File: src/rtl/hazard_ctrl_if.sv
// Pipeline <-> hazard controller signal bundle: hazard sources in, stall/flush/trap controls out.
interface hazard_ctrl_if;
    logic       br_taken;
    logic       is_mret;
    logic       intr_req;
    logic       mie;
    logic       dmem_req;
    logic       dmem_ack;
    logic       stall_if;
    logic       stall_de;
    logic       flush_de;
    logic       flush_mw;
    logic       trap_take;
    logic       bus_err;
    logic [1:0] state_o;

    modport master (
        output br_taken, is_mret, intr_req, mie, dmem_req, dmem_ack,
        input  stall_if, stall_de, flush_de, flush_mw, trap_take, bus_err, state_o
    );

    modport slave (
        input  br_taken, is_mret, intr_req, mie, dmem_req, dmem_ack,
        output stall_if, stall_de, flush_de, flush_mw, trap_take, bus_err, state_o
    );
endinterface

File: src/rtl/hazard_ctrl.sv
// Stall/flush/trap sequencer for a two-stage-after-fetch pipeline (IF, DE, MW).
// Optional data-memory timeout: define HAZARD_CTRL_DMEM_TIMEOUT_EN.
module hazard_ctrl (
    input  logic          clk,
    input  logic          rst,
    hazard_ctrl_if.slave  hz
);
    typedef enum logic [1:0] {
        RUN        = 2'd0,
        MEM_WAIT   = 2'd1,
        TRAP_DRAIN = 2'd2,
        TRAP_ENTER = 2'd3
    } state_t;

    state_t state;
    state_t state_nxt;
    logic   holdoff;
    logic   mem_stall;
    logic   timeout;
    logic   stall_if_c, stall_de_c, flush_de_c, flush_mw_c, trap_take_c, bus_err_c;

    assign mem_stall = hz.dmem_req & ~hz.dmem_ack;

`ifdef HAZARD_CTRL_DMEM_TIMEOUT_EN
    // wait_cnt holds the number of earlier unacknowledged MEM_WAIT cycles,
    // so the 15th such cycle is the one that sees 14 and gives up.
    logic [3:0] wait_cnt;

    always_ff @(posedge clk) begin
        if (rst)
            wait_cnt <= '0;
        else if (state == MEM_WAIT && !hz.dmem_ack)
            wait_cnt <= wait_cnt + 4'd1;
        else
            wait_cnt <= '0;
    end

    assign timeout = (state == MEM_WAIT) && !hz.dmem_ack && (wait_cnt == 4'd14);
`else
    assign timeout = 1'b0;
`endif

    // NOTE: sequential state uses non-blocking assignments so every register
    // samples the pre-edge values; blocking here would create ordering races.
    always_ff @(posedge clk) begin
        if (rst) begin
            state   <= RUN;
            holdoff <= 1'b0;
        end else begin
            state <= state_nxt;
            if (state == TRAP_ENTER)
                holdoff <= 1'b1;
            else if (state == RUN)
                holdoff <= 1'b0;
        end
    end

    // NOTE: every output of this block gets a default first, so no path can
    // leave a signal unassigned and infer a latch.
    always_comb begin
        state_nxt   = state;
        stall_if_c  = 1'b0;
        stall_de_c  = 1'b0;
        flush_de_c  = 1'b0;
        flush_mw_c  = 1'b0;
        trap_take_c = 1'b0;
        bus_err_c   = 1'b0;
        unique case (state)
            RUN: begin
                if (mem_stall) begin
                    stall_if_c = 1'b1;
                    stall_de_c = 1'b1;
                    state_nxt  = MEM_WAIT;
                end else if (hz.br_taken || hz.is_mret) begin
                    flush_de_c = 1'b1;
                end else if (hz.intr_req && hz.mie && !holdoff) begin
                    stall_if_c = 1'b1;
                    state_nxt  = TRAP_DRAIN;
                end
            end
            MEM_WAIT: begin
                if (hz.dmem_ack) begin
                    state_nxt = RUN;
                end else if (timeout) begin
                    bus_err_c  = 1'b1;
                    flush_mw_c = 1'b1;
                    state_nxt  = RUN;
                end else begin
                    stall_if_c = 1'b1;
                    stall_de_c = 1'b1;
                end
            end
            TRAP_DRAIN: begin
                // The request is latched by being here; a dropped intr_req no longer matters.
                stall_if_c = 1'b1;
                if (mem_stall)
                    stall_de_c = 1'b1;
                else
                    state_nxt = TRAP_ENTER;
            end
            TRAP_ENTER: begin
                trap_take_c = 1'b1;
                flush_de_c  = 1'b1;
                flush_mw_c  = 1'b1;
                state_nxt   = RUN;
            end
        endcase
    end

    // Reset masks every output so an interrupted sequence cannot leak a pulse.
    assign hz.stall_if  = ~rst & stall_if_c;
    assign hz.stall_de  = ~rst & stall_de_c;
    assign hz.flush_de  = ~rst & flush_de_c;
    assign hz.flush_mw  = ~rst & flush_mw_c;
    assign hz.trap_take = ~rst & trap_take_c;
    assign hz.bus_err   = ~rst & bus_err_c;
    assign hz.state_o   = rst ? 2'd0 : state;
endmodule

File: src/flat_wrapper.sv
// flat-port wrapper written by rule: the top's interface ports become plain ports
module hazard_ctrl_flat 
  (clk, rst, hz_br_taken, hz_is_mret, hz_intr_req, hz_mie, hz_dmem_req, hz_dmem_ack, hz_stall_if, hz_stall_de, hz_flush_de, hz_flush_mw, hz_trap_take, hz_bus_err, hz_state_o);
  hazard_ctrl_if hz_i ();
  input  logic clk;
  input  logic rst;
  input wire logic [$bits(hz_i.br_taken)-1:0] hz_br_taken;
  input wire logic [$bits(hz_i.is_mret)-1:0] hz_is_mret;
  input wire logic [$bits(hz_i.intr_req)-1:0] hz_intr_req;
  input wire logic [$bits(hz_i.mie)-1:0] hz_mie;
  input wire logic [$bits(hz_i.dmem_req)-1:0] hz_dmem_req;
  input wire logic [$bits(hz_i.dmem_ack)-1:0] hz_dmem_ack;
  output wire logic [$bits(hz_i.stall_if)-1:0] hz_stall_if;
  output wire logic [$bits(hz_i.stall_de)-1:0] hz_stall_de;
  output wire logic [$bits(hz_i.flush_de)-1:0] hz_flush_de;
  output wire logic [$bits(hz_i.flush_mw)-1:0] hz_flush_mw;
  output wire logic [$bits(hz_i.trap_take)-1:0] hz_trap_take;
  output wire logic [$bits(hz_i.bus_err)-1:0] hz_bus_err;
  output wire logic [$bits(hz_i.state_o)-1:0] hz_state_o;
  assign hz_i.br_taken = hz_br_taken;
  assign hz_i.is_mret = hz_is_mret;
  assign hz_i.intr_req = hz_intr_req;
  assign hz_i.mie = hz_mie;
  assign hz_i.dmem_req = hz_dmem_req;
  assign hz_i.dmem_ack = hz_dmem_ack;
  assign hz_stall_if = hz_i.stall_if;
  assign hz_stall_de = hz_i.stall_de;
  assign hz_flush_de = hz_i.flush_de;
  assign hz_flush_mw = hz_i.flush_mw;
  assign hz_trap_take = hz_i.trap_take;
  assign hz_bus_err = hz_i.bus_err;
  assign hz_state_o = hz_i.state_o;
  hazard_ctrl u_core (.clk(clk), .rst(rst), .hz(hz_i));
endmodule
File: config.mk
export PLATFORM = sky130hd
export DESIGN_NAME = hazard_ctrl_flat
export DESIGN_NICKNAME = d
export VERILOG_FILES = /design/src/rtl/hazard_ctrl_if.sv /design/src/rtl/hazard_ctrl.sv /design/src/flat_wrapper.sv
export SDC_FILE = /design/constraint.sdc
export NUM_CORES = 1
export LEC_CHECK = 0
export ABC_AREA = 1
export BUFFER_PORTS_ARGS = -buffer_cell sky130_fd_sc_hd__buf_2
export CORE_AREA = 2 2 39 41
export DETAILED_ROUTE_END_ITERATION = 7
export DIE_AREA = 0 0 41 43
export PLACE_DENSITY = 0.55
export SYNTH_ARGS = -nofsm -noshare
export SYNTH_HDL_FRONTEND = slang
export SYNTH_SLANG_ARGS = --single-unit
File: constraint.sdc
create_clock -name clk -period 1.15 [get_ports clk]
set_input_delay 0.23 -clock clk [delete_from_list [all_inputs] [get_ports clk]]
set_output_delay 0.23 -clock clk [all_outputs]
set_load 0.005 [all_outputs]
==> results of run 1 <==
-- sequential cells by signal (all words and copies together) (netlist names) --
signal and count:
u_core.state 2, u_core.holdoff 1
-- synth_stat cells, drive strengths merged --
cell type,n
conb,1
a21oi,4
dfxtp,3
o21ai,2
ha,5
buf,2
nor2,17
nand2,9
inv,9
a31oi,1
or2,1
nand3,1
-- critical path, stage by stage, from the launching register on --
cell and delay (ps):
dfxtp_4 360, ha_2 190, or2_4 230, a31oi_1 130, buf_2 130
-- power by group --
part | internal, mW | total (mW) | switching, mW
Clock | 0.130 | 0.178 | 0.0486
Combinational | 0.435 | 0.887 | 0.452
Sequential | 0.155 | 0.221 | 0.0661
-- cell usage in the layout, fill, tap and decap left out, types with 2 or more instances in the layout --
cell type / n
buf_4: 6
nand2_1: 8
inv_4: 3
buf_6: 2
nor2_2: 7
a21oi_2: 2
buf_2: 14
inv_2: 2
clkbuf_4: 3
nor2_1: 6
ha_4: 3
inv_1: 3
nor2_4: 4
o21ai_0: 2
dfxtp_4: 2
a21oi_1: 2
-- how the worst max path moves through the flow --
stage,startpoint,end,depth (start not counted)
2_1_floorplan,u_core.state[1],hz_flush_de,6
3_3_place_gp,u_core.state[0],hz_stall_de,7
3_5_place_dp,u_core.state[1],hz_stall_de,7
4_1_cts,u_core.state[0],hz_stall_if,4
5_1_grt,u_core.state[0],hz_stall_if,4
6_report,u_core.state[0],hz_stall_if,4
-- kinds of logic (layout without fill, tap and decap cells) --
kind of cell / after synthesis / after routing / synth area share [%]
adder cells (fa/ha/maj): 5 / 5 / 18.9
flip-flops: 3 / 3 / 18.2
AND/OR/NAND/NOR: 28 / 28 / 36.0
other: 1 / 1 / 1.14
AO/OA/AOI/OAI: 7 / 7 / 11.0
buffers and inverters: 11 / 35 / 14.8
-- through the flow --
step | power (mW) | setup slack, ps | cell area (µm²)
2_1_floorplan | 0.518 | -1.82 | 339
3_3_place_gp | 0.691 | -123 | 444
3_5_place_dp | 0.688 | -145 | 444
4_1_cts | 1.20 | -344 | 596
5_1_grt | 1.41 | -392 | 614
6_report | 1.29 | -347 | 614
-- layout make-up --
class / instances / share of cell area, %
clock buffer: 4 / 4.28
inverter: 9 / 7.54
timing repair buffer: 22 / 22.4
multi-input combinational: 41 / 51.5
sequential: 3 / 11.0
tap: 16 / 3.26
-- routing by layer --
layer	wire, µm	share of wire, %	vias up	track usage [%]
met4	0	0	0	6.00
met1	398	42	182	14.7
met5	0	0	-	0
met3	23	2.5	0	3.14
met2	516	55	7	21.6
li1	-	-	212	-
-- timing repair --
action	CTS	global route
buffers inserted	7	4
endpoints found under the setup margin	9	9
gates resized for setup	26	11
pin swaps	13	7
==> flow_summary.toml, run 1 <==
[clock_network]
cts-htree-levels = 1
clk_path_buf_depth = 2
cts.hold.buffers_added = 0
cts_tree = "yes"
clkTransAtPathRegs_ps = 30
clkLatencyLatePin_ps = 230
cts-buffers-inserted = 3
root_buffer = "clkbuf_4"
cts.sink_count = 3

[flow_run]
drv_cap = 0

[routing]
wire_per_inst_um = 9.87
drt_iter0_drc = 2
routed_wl_um = 938
viasPerCell = 4.22
drc = 0
first_pass_iters = 2
via_count = 401
drtAntennaViolNets = 0

[place]
port_buffers = 14
dp_hpwl_um = 597
place_congestion = 0.762
dp_cells = 87

[sta]
final_hold_viol_count = 0
fmax_mhz = 668
setup_viol = 9
whs_ps = 378
drv_slew = 0
final.min_clock_period_ps = 1500
finalCritPeriodShare_pct = 130
rsz0062_at_grt = "yes"
fin_tns_setup_ps = -1700
fin_ws_ps = -347
fin_skew_ps = 1.12

[floorplan]
die_h_um = 43
design.core.area_um2 = 1380
start_util_pct = 23.9
pin_count = 16
dieArea_um2 = 1760
die_width_um = 41
fp-row-count = 14

[final_layout]
instances_no_fill = 95
seqCellArea_um2 = 67.6
fillers = 141
drive_above_1_share_pct = 65.8
nets = 93
areaGrowthSynthToFinish_pct = 86.0
multi_input_comb_area_um2 = 317
n_antenna_cell = 0
fin_util_pct = 44.4

[run_status]
violations = "setup timing"
status = "complete, but fails checks"

[power]
p_leak_nw = 0.299
p_per_area_nw_per_um2 = 2090
ir_drop_mv = 1.03

[min_path]
holdCritPathClass = "input pin to flop"
worstHoldEndpoint = "u_core.holdoff"
hp-start = "rst"
whs_path_depth = 3

[global_routing]
antenna_found_initial = 0
grt_pass1_vias = 405
grt_use_total_pct = 13.0
grt-ovfl-total = 0
grt_pass1_wl_um = 1540
grt_max_degree = 5

[critical_path]
regToRegSetupSlack_ps = -110
arrival_ps = 1270
worstPathMaxFanout = 4
worst_setup_path_end_kind = "output port"
r2r-start = "u_core.state[0]"
r2r-end = "u_core.state[0]"
r2r_cells = 7
start_kind = "flop"
crit_type = "flop to output port"
cp.required_ps = 920

[synthesis]
ys_seq_elements = 3
yosys.area.top_type = "ha_1"
ys_top_cells_by_area = "ha_1, dfxtp_1, nor2_1"
ys_warn_count = 0
ys_seq_area_share_pct = 18.2
synth_top_area_share_pct = 18.9
avgSynthCellArea_um2 = 6.01
synth_nets = 68
mappedNetlistArea_um2 = 330
syn_inst = 55
synthDistinctLibCells = 14
Note: power is estimated with default switching activity, not from simulation.
==> run 2, diff against run 1 <==
- ABC_CLOCK_PERIOD_IN_PS: default -> 1300
- BUFFER_PORTS_ARGS: -buffer_cell sky130_fd_sc_hd__buf_2 -> default
- DONT_BUFFER_PORTS: default -> 1
- PLACE_DENSITY: 0.55 -> 0.44
- clock period: 1.15 -> 1.3 ns (I/O delays scaled with it)
==> flow_summary.toml, run 2 (synthesis results as in run 1) <==
[routing]
drt_iter0_drc = 4
drc = 0
drtAntennaViolNets = 0
first_pass_iters = 2
routed_wl_um = 796
wire_per_inst_um = 10.1
viasPerCell = 4.25
via_count = 336

[flow_run]
drv_cap = 0

[floorplan]
die_width_um = 41
pin_count = 16
die_h_um = 43
design.core.area_um2 = 1380
dieArea_um2 = 1760
start_util_pct = 23.9
fp-row-count = 14

[global_routing]
grt_pass1_vias = 310
grt_max_degree = 8
grt_pass1_wl_um = 1180
grt-ovfl-total = 0
grt_use_total_pct = 10.1
use_met3_pct = 3.14
antenna_found_initial = 0
grtUsageMet1_pct = 10.9
use_met2_pct = 16.3
grt.busiest_layer = "met2"

[final_layout]
areaGrowthSynthToFinish_pct = 68.6
multi_input_comb_area_um2 = 354
final_common_cell = "nand2_1"
fin_area_um2 = 557
seqCellArea_um2 = 67.6
top_register = "u_core.state"
n_antenna_cell = 0
largest_reg_flops = 2
final_cell_mix = "nand2_1, nor2_2, nor2_4, buf_4, nor2_1"
top_regs = "u_core.state: 2 flops, u_core.holdoff: 1 flops"
nets = 77
fillers = 158
drive_above_1_share_pct = 60.3

[clock_network]
root_buffer = "clkbuf_4"
cts_tree = "yes"
clkLatencyLatePin_ps = 230
cts-htree-levels = 1
cts.sink_count = 3
clkTransAtPathRegs_ps = 40
cts-buffers-inserted = 3
cts.hold.buffers_added = 0
clk_path_buf_depth = 2

[power]
p_leak_nw = 0.226
total_power_mw = 1.11
p_per_area_nw_per_um2 = 1990
ir_drop_mv = 0.610

[place]
port_buffers = 0
place_area_um2 = 365
dp_hpwl_um = 555
place_congestion = 0.679

[min_path]
holdCritPathClass = "input pin to flop"

[run_status]
violations = "setup timing"
status = "complete, but fails checks"

[sta]
drv_slew = 0
setup_viol = 5
finalCritPeriodShare_pct = 110
fmax_mhz = 701
final_hold_viol_count = 0
whs_ps = 106
rsz0062_at_grt = "yes"
final.min_clock_period_ps = 1430
fin_skew_ps = 2.56
fin_ws_ps = -126

[critical_path]
crit_type = "flop to output port"
start_kind = "flop"
cp.required_ps = 1040
arrival_ps = 1170
worst_setup_path_end_kind = "output port"
worstPathMaxFanout = 4
-- run 2: metal layers --
metal	wire, µm	part of all wire (%)
met3	26	3.3
met4	0	0
met5	0	0
met2	430	54
met1	339	43
-- run 2: path summary, 6_finish.rpt --
| check | end | slack (ps) | start | depth (start not counted) |
|---|---|---|---|---|
| setup / recovery | hz_stall_if | -130 | u_core.state[1] | 3 |
| hold / removal | u_core.holdoff | 110 | rst | 1 |
| setup reg to reg | u_core.state[0] | 30 | u_core.state[0] | 9 |
| hold reg to reg | u_core.holdoff | 500 | u_core.holdoff | 2 |
-- run 2: layout make-up --
| cell class | instances | share of cell area, % |
|---|---|---|
| Timing Repair Buffer | 6 | 8.09 |
| Sequential cell | 3 | 12.1 |
| Clock buffer | 4 | 4.72 |
| Tap cell | 16 | 3.60 |
| Inverter | 9 | 7.87 |
| Multi-Input combinational cell | 41 | 63.6 |
-- run 2: repair_timing --
action,4_1_cts,5_1_grt
setup endpoints to repair,6,7
gates resized for setup,27,16
setup buffers,2,2
pin swaps,10,9
gates cloned,0,0
-- run 2: power breakdown --
group	total [mW]	switching (mW)	internal [mW]
Clock	0.158	0.0437	0.115
Combinational	0.741	0.386	0.355
Sequential	0.210	0.0725	0.137
-- run 2: worst max-delay path, stage by stage, from the launching register on --
cell and delay (ps):
dfxtp_4 370, ha_4 160, or2_4 260, a31oi_4 150
-- run 2: stage by stage --
step	TNS, ps	setup WS, ps	instances	utilization, %
after global placement	-46.3	-22.5	73	26.4
final	-454	-126	79	40.2
after floorplan	0	73.6	55	-
after global routing	-790	-180	79	40.2
after CTS	-446	-151	79	35.6
after detailed placement	-57.7	-33.4	73	26.4
